## config.mk

```make
export PLATFORM = sky130hd
export DESIGN_NAME = fmc_cfg_sequencer
export DESIGN_NICKNAME = d
export VERILOG_FILES = /design/src/rtl/fmc_cfg_sequencer.sv
export SDC_FILE = /design/constraint.sdc
export NUM_CORES = 1
export LEC_CHECK = 0
export CELL_PAD_IN_SITES_DETAIL_PLACEMENT = 1
export CELL_PAD_IN_SITES_GLOBAL_PLACEMENT = 1
export CORE_MARGIN = 10
export CORE_UTILIZATION = 47
export CTS_BUF_LIST = sky130_fd_sc_hd__clkbuf_2 sky130_fd_sc_hd__clkbuf_4 sky130_fd_sc_hd__clkbuf_8
export DETAILED_ROUTE_END_ITERATION = 8
export PLACE_DENSITY_LB_ADDON = 0.1
export SYNTH_ARGS = -nofsm -noshare
export SYNTH_HDL_FRONTEND = slang
export SYNTH_SLANG_ARGS = --single-unit
```

## constraint.sdc

```tcl
create_clock -name clk_out -period 2.92 [get_ports clk_out]
set_clock_uncertainty 0.1 [all_clocks]
set_input_delay 0.584 -clock clk_out [delete_from_list [all_inputs] [get_ports clk_out]]
set_output_delay 0.584 -clock clk_out [all_outputs]
set_load 0.02 [all_outputs]
```

## src/rtl/fmc_cfg_sequencer.sv

```systemverilog
// Configuration/lock sequencer for the FMC N/M divide-select path in the clk_out domain.
// Latency: outputs registered; lock follows an IDLE/FAULT accept by RST_CYC + SETTLE_WRAPS*(N+1) cycles.
// Backpressure: cfg_ready high only in IDLE, LOCKED and FAULT; it drops the cycle after an accept.
module fmc_cfg_sequencer #(
    parameter int RST_CYC      = 4,
    parameter int SETTLE_WRAPS = 8,
    parameter int EXT_TIMEOUT  = 64
) (
    input  logic       clk_out,
    input  logic       rst_n,
    input  logic       cfg_valid,
    input  logic [2:0] cfg_n,
    input  logic [1:0] cfg_m,
    output logic       cfg_ready,
    input  logic       ext_tog,
    output logic [2:0] n_out,
    output logic [1:0] m_out,
    output logic       sel_rst_n,
    output logic       locked,
    output logic       err
);

    localparam int RW = $clog2(RST_CYC + 1);
    localparam int WW = $clog2(SETTLE_WRAPS + 1);
    localparam int TW = $clog2(EXT_TIMEOUT + 1);
    localparam logic [RW-1:0] RST_LAST  = RW'(RST_CYC - 1);
    localparam logic [WW-1:0] WRAP_LAST = WW'(SETTLE_WRAPS - 1);
    localparam logic [TW-1:0] TMO_LAST  = TW'(EXT_TIMEOUT - 1);

    typedef enum logic [2:0] {
        ST_IDLE,
        ST_DRAIN,
        ST_RESET,
        ST_SETTLE,
        ST_LOCKED,
        ST_FAULT
    } state_t;

    state_t state;
    state_t next_state;

    logic [2:0]    shadow_n;
    logic [1:0]    shadow_m;
    logic [2:0]    ncnt;
    logic [RW-1:0] rcnt;
    logic [WW-1:0] wcnt;
    logic [TW-1:0] tcnt;
    logic          ext_s1;
    logic          ext_s2;
    logic          ext_s3;
    logic          ext_edge;
    logic          accept;
    logic          wrap;
    logic          timeout;
    logic          run_now;
    logic          run_next;
    logic          watch_now;
    logic          watch_next;

    // ext_tog crosses from clk_ext: two flops to resolve metastability, third for edge detect
    always_ff @(posedge clk_out or negedge rst_n) begin
        if (!rst_n) begin
            ext_s1 <= 1'b0;
            ext_s2 <= 1'b0;
            ext_s3 <= 1'b0;
        end else begin
            ext_s1 <= ext_tog;
            ext_s2 <= ext_s1;
            ext_s3 <= ext_s2;
        end
    end

    assign ext_edge  = ext_s2 ^ ext_s3;
    assign cfg_ready = (state == ST_IDLE) || (state == ST_LOCKED) || (state == ST_FAULT);
    assign accept    = cfg_valid & cfg_ready;
    assign wrap      = (ncnt == n_out);
    // a fresh clk_ext edge in the final cycle rescues the timeout
    assign timeout   = (tcnt == TMO_LAST) & ~ext_edge;

    // ncnt keeps running across SETTLE->LOCKED->DRAIN so the old ratio finishes its period
    assign run_now    = (state == ST_DRAIN) || (state == ST_SETTLE) || (state == ST_LOCKED);
    assign run_next   = (next_state == ST_DRAIN) || (next_state == ST_SETTLE) ||
                        (next_state == ST_LOCKED);
    assign watch_now  = (state == ST_SETTLE) || (state == ST_LOCKED);
    assign watch_next = (next_state == ST_SETTLE) || (next_state == ST_LOCKED);

    // state register
    always_ff @(posedge clk_out or negedge rst_n) begin
        if (!rst_n) begin
            state <= ST_IDLE;
        end else begin
            state <= next_state;
        end
    end

    // next-state decode; in LOCKED an accept outranks a simultaneous timeout
    always_comb begin
        next_state = state;
        case (state)
            ST_IDLE:   if (accept) next_state = ST_RESET;
            ST_DRAIN:  if (wrap) next_state = ST_RESET;
            ST_RESET:  if (rcnt == RST_LAST) next_state = ST_SETTLE;
            ST_SETTLE: begin
                if (timeout) begin
                    next_state = ST_FAULT;
                end else if (wrap && (wcnt == WRAP_LAST)) begin
                    next_state = ST_LOCKED;
                end
            end
            ST_LOCKED: begin
                if (accept) begin
                    next_state = ST_DRAIN;
                end else if (timeout) begin
                    next_state = ST_FAULT;
                end
            end
            ST_FAULT:  if (accept) next_state = ST_RESET;
            default:   next_state = ST_IDLE;
        endcase
    end

    // period, reset-length, settle-wrap and activity-timeout counters
    always_ff @(posedge clk_out or negedge rst_n) begin
        if (!rst_n) begin
            ncnt <= '0;
            rcnt <= '0;
            wcnt <= '0;
            tcnt <= '0;
        end else begin
            if (run_now && run_next) begin
                ncnt <= wrap ? 3'd0 : ncnt + 3'd1;
            end else begin
                ncnt <= '0;
            end

            if ((state == ST_RESET) && (next_state == ST_RESET)) begin
                rcnt <= rcnt + 1'b1;
            end else begin
                rcnt <= '0;
            end

            if ((state == ST_SETTLE) && (next_state == ST_SETTLE)) begin
                if (wrap) begin
                    wcnt <= wcnt + 1'b1;
                end
            end else begin
                wcnt <= '0;
            end

            if (ext_edge || !(watch_now && watch_next)) begin
                tcnt <= '0;
            end else begin
                tcnt <= tcnt + 1'b1;
            end
        end
    end

    // shadow capture and registered outputs; ratio loads on RESET entry
    always_ff @(posedge clk_out or negedge rst_n) begin
        if (!rst_n) begin
            shadow_n  <= '0;
            shadow_m  <= '0;
            n_out     <= '0;
            m_out     <= '0;
            sel_rst_n <= 1'b0;
            locked    <= 1'b0;
            err       <= 1'b0;
        end else begin
            if (accept) begin
                shadow_n <= cfg_n;
                shadow_m <= cfg_m;
            end
            // from IDLE/FAULT the accept and the load share an edge, so bypass the shadow
            if ((next_state == ST_RESET) && (state != ST_RESET)) begin
                n_out <= (state == ST_DRAIN) ? shadow_n : cfg_n;
                m_out <= (state == ST_DRAIN) ? shadow_m : cfg_m;
            end
            sel_rst_n <= run_next;
            locked    <= (next_state == ST_LOCKED);
            err       <= (next_state == ST_FAULT);
        end
    end

endmodule

```

==> key figures, run 1 <==
Final layout
  – Design area: about 0.0020 mm^2
  – # diodes: 0
  – Commonest non-fill, non-tap cell in the layout: dfrtp_1
  – Most frequent cells in the layout: 36 x dfrtp_1, 22 x nor2_1, 17 x clkdlybuf4s50_1
  – Layout area overhead: 18.7%
  – Layout cells sized above 1: 20.0%
  – Final net count: 178
  – Filler cell count: 359

Power
  – Overall Power: ~0.0017 W
  – IR drop worst, VDD: 0.437 mV
  – Pwr dens: 882 mW/mm^2
  – Leak pwr: roughly 0.91 nW

STA
  – Final setup vio count: 0
  – Setup TNS: 0 ns
  – Least-Margin Pin Slew: a little over 0.5 ns
  – Post-route minimum period: 2.48 ns
  – RSZ-0062 raised after global routing: false
  – Slew margin rel.: 66.4%
  – Fin. Hold Viols: 0
  – Fmax: about 0.40 GHz
  – Max-slew violations: 0
  – Final worst path period share: between 80% and 90%

Setup path
  – Worst Path Class, Setup: reg2out
  – CP arrival: 1.80 ns
  – CP max FO: 6
  – CP Capture Type: output pin
  – CP startpoint kind: flop
  – Data required, critical path: 2.24 ns

Detailed routing
  – Initial DRC count: 45
  – DRC: 0
  – Final ANT Viol Nets: 0
  – Drt via density: 5.16
  – Final wirelength: between 3 and 4 mm
  – WL/cell: about 16 um
  – DRT Pass-1 Iters: 4
  – DR vias: 1088

Clock network
  – Clk slew on worst S/H paths: between 0.1 and 0.15 ns
  – TritonCTS Buffers: 5
  – Clk_lat worst skew: 0.33 ns
  – Post-CTS Setup Bufs: 0
  – Clk sink count: 36
  – Post_cts resized: 0
  – CTS tree: done
  – Root Buffer: clkbuf_4
  – CTS H-tree lvls: 2
  – Clock Path Buffers: 2
  – Hold buffers post-CTS: 0

Die
  – Die area: 0.00634 mm^2
  – # IOs: 18
  – Die H: 79.6 um
  – Die Width: 79.6 um
  – Starting density of the core: 49.3%
  – Core area: between 0.003 and 0.004 mm^2
  – Row cnt: 21

Synthesis
  – Post-Synth XOR/XNOR Area: between 7 and 8%
  – Post-Synth Adder-Cell Area: under 10%
  – Post-synthesis mux area share: 11.8%
  – Most area-consuming cells after synthesis: dfrtp_1 54%, mux2_2 6.7%, nor2_1 4.9%
  – Cell taking the most area after synthesis: dfrtp_1
  – Register area share after synthesis: 53.9%
  – Post-Syn Nets: 152
  – Synth Warn #: 0
  – Yosys top cell area share: 53.9%
  – Syn avg cell area: ~12 um^2
  – Mapped Cells: 138
  – Post-Synth Simple-Gate Area: ~15%
  – Synth unique cells: 33
  – Seq cells post-synth: 36
  – Compound-Gate Fraction of Synth Area: between 6 and 7%
  – Mapped cell area: 0.00167 mm^2
  – Combinational family with the most area after synthesis: simple AND/OR/NAND/NOR gates

Place
  – Buffers on Ports: 17
  – Placed cell areas: between 0.0015 and 0.002 mm^2
  – GP Congestion: 0.798
  – Post-DP HPWL: approximately 2.6 mm

Global routing
  – Number of global-route vias before repair: 1275
  – Initial antenna violation count: 0
  – First-pass GRT wire length: 6.11 mm
  – Total congestion overflow: 0
  – Largest net degree at the start of global routing: 37
  – GRT Util Overall: 12.2%

Flow run
  – Number of max-cap violations: 0

Worst hold path
  – Worst Hold Class: reg2reg

Status
  – Status: complete, no violations
-- path summary, 6_finish.rpt --
kind,start,end,slack [ns],cells after the start
hold reg to reg,ext_s1,ext_s2,0.26,0
setup reg to reg,wcnt[0],m_out[1],0.56,7
hold / removal,ext_s1,ext_s2,0.26,0
setup / recovery,state[0],cfg_ready,0.44,3
min in group asynchronous,rst_n,wcnt[0],0.56,2
max in group asynchronous,rst_n,shadow_n[2],1.83,2
-- cell usage after synthesis (all sizes together) --
master  instances
nor3b           2
nor2b           1
nor3            2
o311ai          1
ha              5
mux2           15
a22o            1
dfrtp          36
nor2           22
xnor2           5
nand4           1
nand3b          2
mux2i           1
a32oi           1
nand2           9
xor2            9
a211o           1
a21boi          1
nor4            1
a211oi          1
and3            2
o21ai           1
clkbuf          1
a21oi           2
nand3           4
o21a            1
o41ai           1
inv             8
o31ai           1
-- layer usage --
metal  part of all wire (%)  track usage [%]  vias to the layer above
li1                       -                -                      521
met1                     41             13.8                      547
met2                     53             20.9                       15
met3                    4.4             3.94                        5
met4                    1.4             4.48                        0
met5                      0                0                        -
-- worst max-delay path: stages (launching register included) --
cell and delay, ns:
dfrtp_1 0.46, nor2b_1 0.19, nor2_1 0.17, clkdlybuf4s50_1 0.64
-- cell type report --
class,count,area (um^2),area share [%]
Clock buffer,8,66.3,3.34
Inverter,8,30.0,1.51
Multi-Input combinational cell,93,736,37.1
Sequential cell,36,901,45.4
Tap cell,46,57.6,2.90
Timing Repair Buffer,20,193,9.72
-- where the power goes --
group | leakage, nW | total (W) | internal, W | switching [W]
combinational | 0.404 | 0.000742 | 0.000363 | 0.000379
sequential | 0.466 | 0.000716 | 0.000618 | 0.0000987
clock | 0.0394 | 0.000291 | 0.000137 | 0.000154
total | 0.910 | 0.00175 | 0.00112 | 0.000632
-- state kept, by name, summed over array words and instances (netlist names) --
register   count
m_out          2
shadow_n       3
wcnt           4
shadow_m       2
ext_s3         1
n_out          3
tcnt           7
ext_s1         1
rcnt           3
ext_s2         1
ncnt           3
locked         1
sel_rst_n      1
err            1
state          3
-- per-stage QoR --
stage / utilization (%) / worst slack (ns) / instances / hold slack (ns)
floorplan: - / 0.720 / 138 / 0.188
global placement: 56.6 / 0.247 / 203 / 0.236
detailed placement: 56.6 / 0.177 / 203 / 0.238
CTS: 58.5 / 0.413 / 211 / 0.262
global route: 58.5 / 0.360 / 211 / 0.265
finish: 58.5 / 0.441 / 211 / 0.260
-- logic make-up (layout without fill, tap and decap cells) --
kind of cell,count (synthesis),in the layout
XOR/XNOR,14,14
AO/OA/AOI/OAI,12,12
AND/OR/NAND/NOR,46,46
adder cells (fa/ha/maj),5,5
buffers and inverters,9,36
flip-flops,36,36
multiplexers,16,16
Note: power is estimated with default switching activity, not from simulation.
==> run 2: changes to the inputs <==
==> constraint.sdc (replaced) <==
create_clock -name clk_out -period 2.35 [get_ports clk_out]
set_clock_uncertainty 0.1 [all_clocks]
set_input_delay 0.47 -clock clk_out [delete_from_list [all_inputs] [get_ports clk_out]]
set_output_delay 0.47 -clock clk_out [all_outputs]
set_load 0.02 [all_outputs]
==> key figures, run 2 (synthesized netlist as in run 1, its figures left out) <==
STA
  – Max-slew violations: 0 (unchanged)
  – Final setup vio count: 0 (unchanged)
  – Least-Margin Pin Slew: 0.542 ns (+0.0393 ns)
  – Fmax: roughly 0.44 GHz
  – Slew margin rel.: 63.7% (-2.7 points)
  – Fin. Hold Viols: 0 (unchanged)
  – Fin worst setup slack: 0.0791 ns (-0.361 ns)
  – Post-route minimum period: about 2.3 ns
  – Hold Slack: 0.283 ns (+0.0231 ns)
  – Final worst path period share: 96.6%

Die
  – Core area: 0.00339 mm^2 (unchanged)
  – Die area: 0.00634 mm^2 (unchanged)
  – Die Width: 79.6 um (unchanged)
  – # IOs: 18 (unchanged)
  – Die H: 79.6 um (unchanged)
  – Row cnt: 21 (unchanged)
  – Starting density of the core: 49.3% (unchanged)

Place
  – Post-DP HPWL: 3.01 mm (+16%)
  – GP Congestion: 0.790 (-1.1%)
  – Buffers on Ports: 17 (unchanged)
  – Post-Place Worst Slack: -0.0720 ns (-0.249 ns)

Power
  – Sw Share: 35.8% (-0.35 points)
  – Part of the power in registers: 35.8% (-5.1 points)
  – Pwr dens: 1170 mW/mm^2 (+33%)
  – Leak pwr: 0.987 nW (+8.5%)
  – Logic pwr share: 44.5% (+2.1 points)
  – Clock share of power: 19.7% (+3.1 points)
  – P_int: 0.00160 W (+43%)
  – IR drop worst, VDD: 0.539 mV (+23%)
  – Switch Pwr: 0.000891 W (+41%)

Clock network
  – CTS H-tree lvls: 2 (unchanged)
  – CTS tree: done
  – Root Buffer: clkbuf_4
  – Clk slew on worst S/H paths: 0.11 ns (about the same)
  – Clk sink count: 36 (unchanged)
  – TritonCTS Buffers: 5 (unchanged)
  – Clock Path Buffers: 2 (unchanged)
  – Clk_lat worst skew: 0.35 ns (+0.02 ns)
  – Hold buffers post-CTS: 0 (unchanged)

Setup path
  – CP startpoint kind: flop
  – CP arrival: 2.42 ns (+0.62 ns)
  – CP Cell Sequence: xor2_1, nor4_4, a211o_2, o311ai_2, buf_4, nand3b_4, mux2_4
  – Data required, critical path: 2.50 ns (+0.26 ns)
  – CP peak stage delay: 0.46 ns (-0.18 ns)
  – CP Capture Type: flop
  – Worst Path Class, Setup: reg2reg
  – CP max FO: 5 (-1)
  – Slowest CP cell: xor2_1

Detailed routing
  – Final ANT Viol Nets: 0 (unchanged)
  – DRT Pass-1 Iters: 4 (unchanged)
  – WL/cell: 18.5 um (+15%)
  – Final wirelength: 4.12 mm (+22%)
  – DRC: 0 (unchanged)
  – Drt via density: 5.32 (+3.2%)
  – DR vias: 1187 (+9.1%)
  – Initial DRC count: 61 (+36%)

Final layout
  – # diodes: 0 (unchanged)
  – Top reg by flops: tcnt
  – Top flop regs: tcnt x7, wcnt x4
  – Layout cells sized above 1: 27.7% (+7.7 points)
  – Max reg flops: 7 (unchanged)
  – Layout area overhead: 27.4%
  – Final net count: 190 (+6.7%)
  – Commonest non-fill, non-tap cell in the layout: dfrtp_1
  – Most frequent cells in the layout: 36 x dfrtp_1, 22 x nor2_1, 16 x clkdlybuf4s50_1

Global routing
  – Initial antenna violation count: 0 (unchanged)
  – Number of global-route vias before repair: 1329 (+4.2%)
  – GRT Util Overall: 14.2% (+2.0 points)
  – Total congestion overflow: 0 (unchanged)
  – First-pass GRT wire length: 6.79 mm (+11%)
  – Largest net degree at the start of global routing: 37 (unchanged)

Status
  – Status: complete, no violations

Flow run
  – Number of max-cap violations: 0 (unchanged)

Worst hold path
  – Worst Hold Class: reg2reg
run 2: final cells by class:
type	count	area (um^2)
timing repair buffer	32	282
inverter	8	30.0
clock inverter	1	30.0
clock buffer	7	65.1
multi-input combinational	93	763
fill	355	1260
tap	46	57.6
sequential	36	901
run 2: metal layers:
metal / vias up / share of wire (%) / global-route usage (%)
li1: 539 / - / -
met1: 612 / 39 / 15.4
met2: 25 / 53 / 23.9
met3: 11 / 5.1 / 4.84
met4: 0 / 2.7 / 7.17
met5: - / 0 / 0
run 2: power groups by stage:
stage	logic (W)	registers [W]	clock network, W
after floorplan	0.000600	0.000923	0
after global placement	0.00103	0.000877	0
after detailed placement	0.00109	0.000895	0
after CTS	0.00110	0.000885	0.000507
after global routing	0.00118	0.000909	0.000539
final	0.00111	0.000892	0.000491
run 2: stage by stage:
step | power (W) | area [um^2] | setup TNS, ns | utilization (%) | instances
final | 0.00249 | 2130 | 0 | 62.8 | 223
after global routing | 0.00263 | 2130 | -0.00159 | 62.8 | 223
after CTS | 0.00249 | 2100 | 0 | 62.0 | 223
after detailed placement | 0.00198 | 2010 | -0.759 | 59.2 | 215
after global placement | 0.00191 | 2010 | -0.146 | 59.2 | 215
after floorplan | 0.00152 | 1670 | 0 | - | 138
run 2: final timing paths:
kind                          start       end  slack [ns]  cells after the start
max                        n_out[1]  n_out[2]        0.08                      7
max in group asynchronous     rst_n   rcnt[0]        1.40                      2
min in group asynchronous     rst_n   wcnt[3]        0.43                      2
min                          ext_s1    ext_s2        0.28                      0
min reg2reg                  ext_s1    ext_s2        0.28                      0
max reg2reg                n_out[1]  n_out[2]        0.08                      7
run 2: critical path, delay by kind of cell (launching register included):
family,cells,cell delay (ns)
AOI/OAI and AO/OA,2,0.40
and+or+nand+nor,2,0.26
muxes,1,0.34
xor gates and xnor gates,1,0.46
DFF,1,0.43
buffers and inverters,1,0.18
run 2: what timing repair did:
item                                    in CTS  in global routing
endpoints found under the setup margin      12                 15
resized for setup                            2                  5
setup buffers                                0                  0
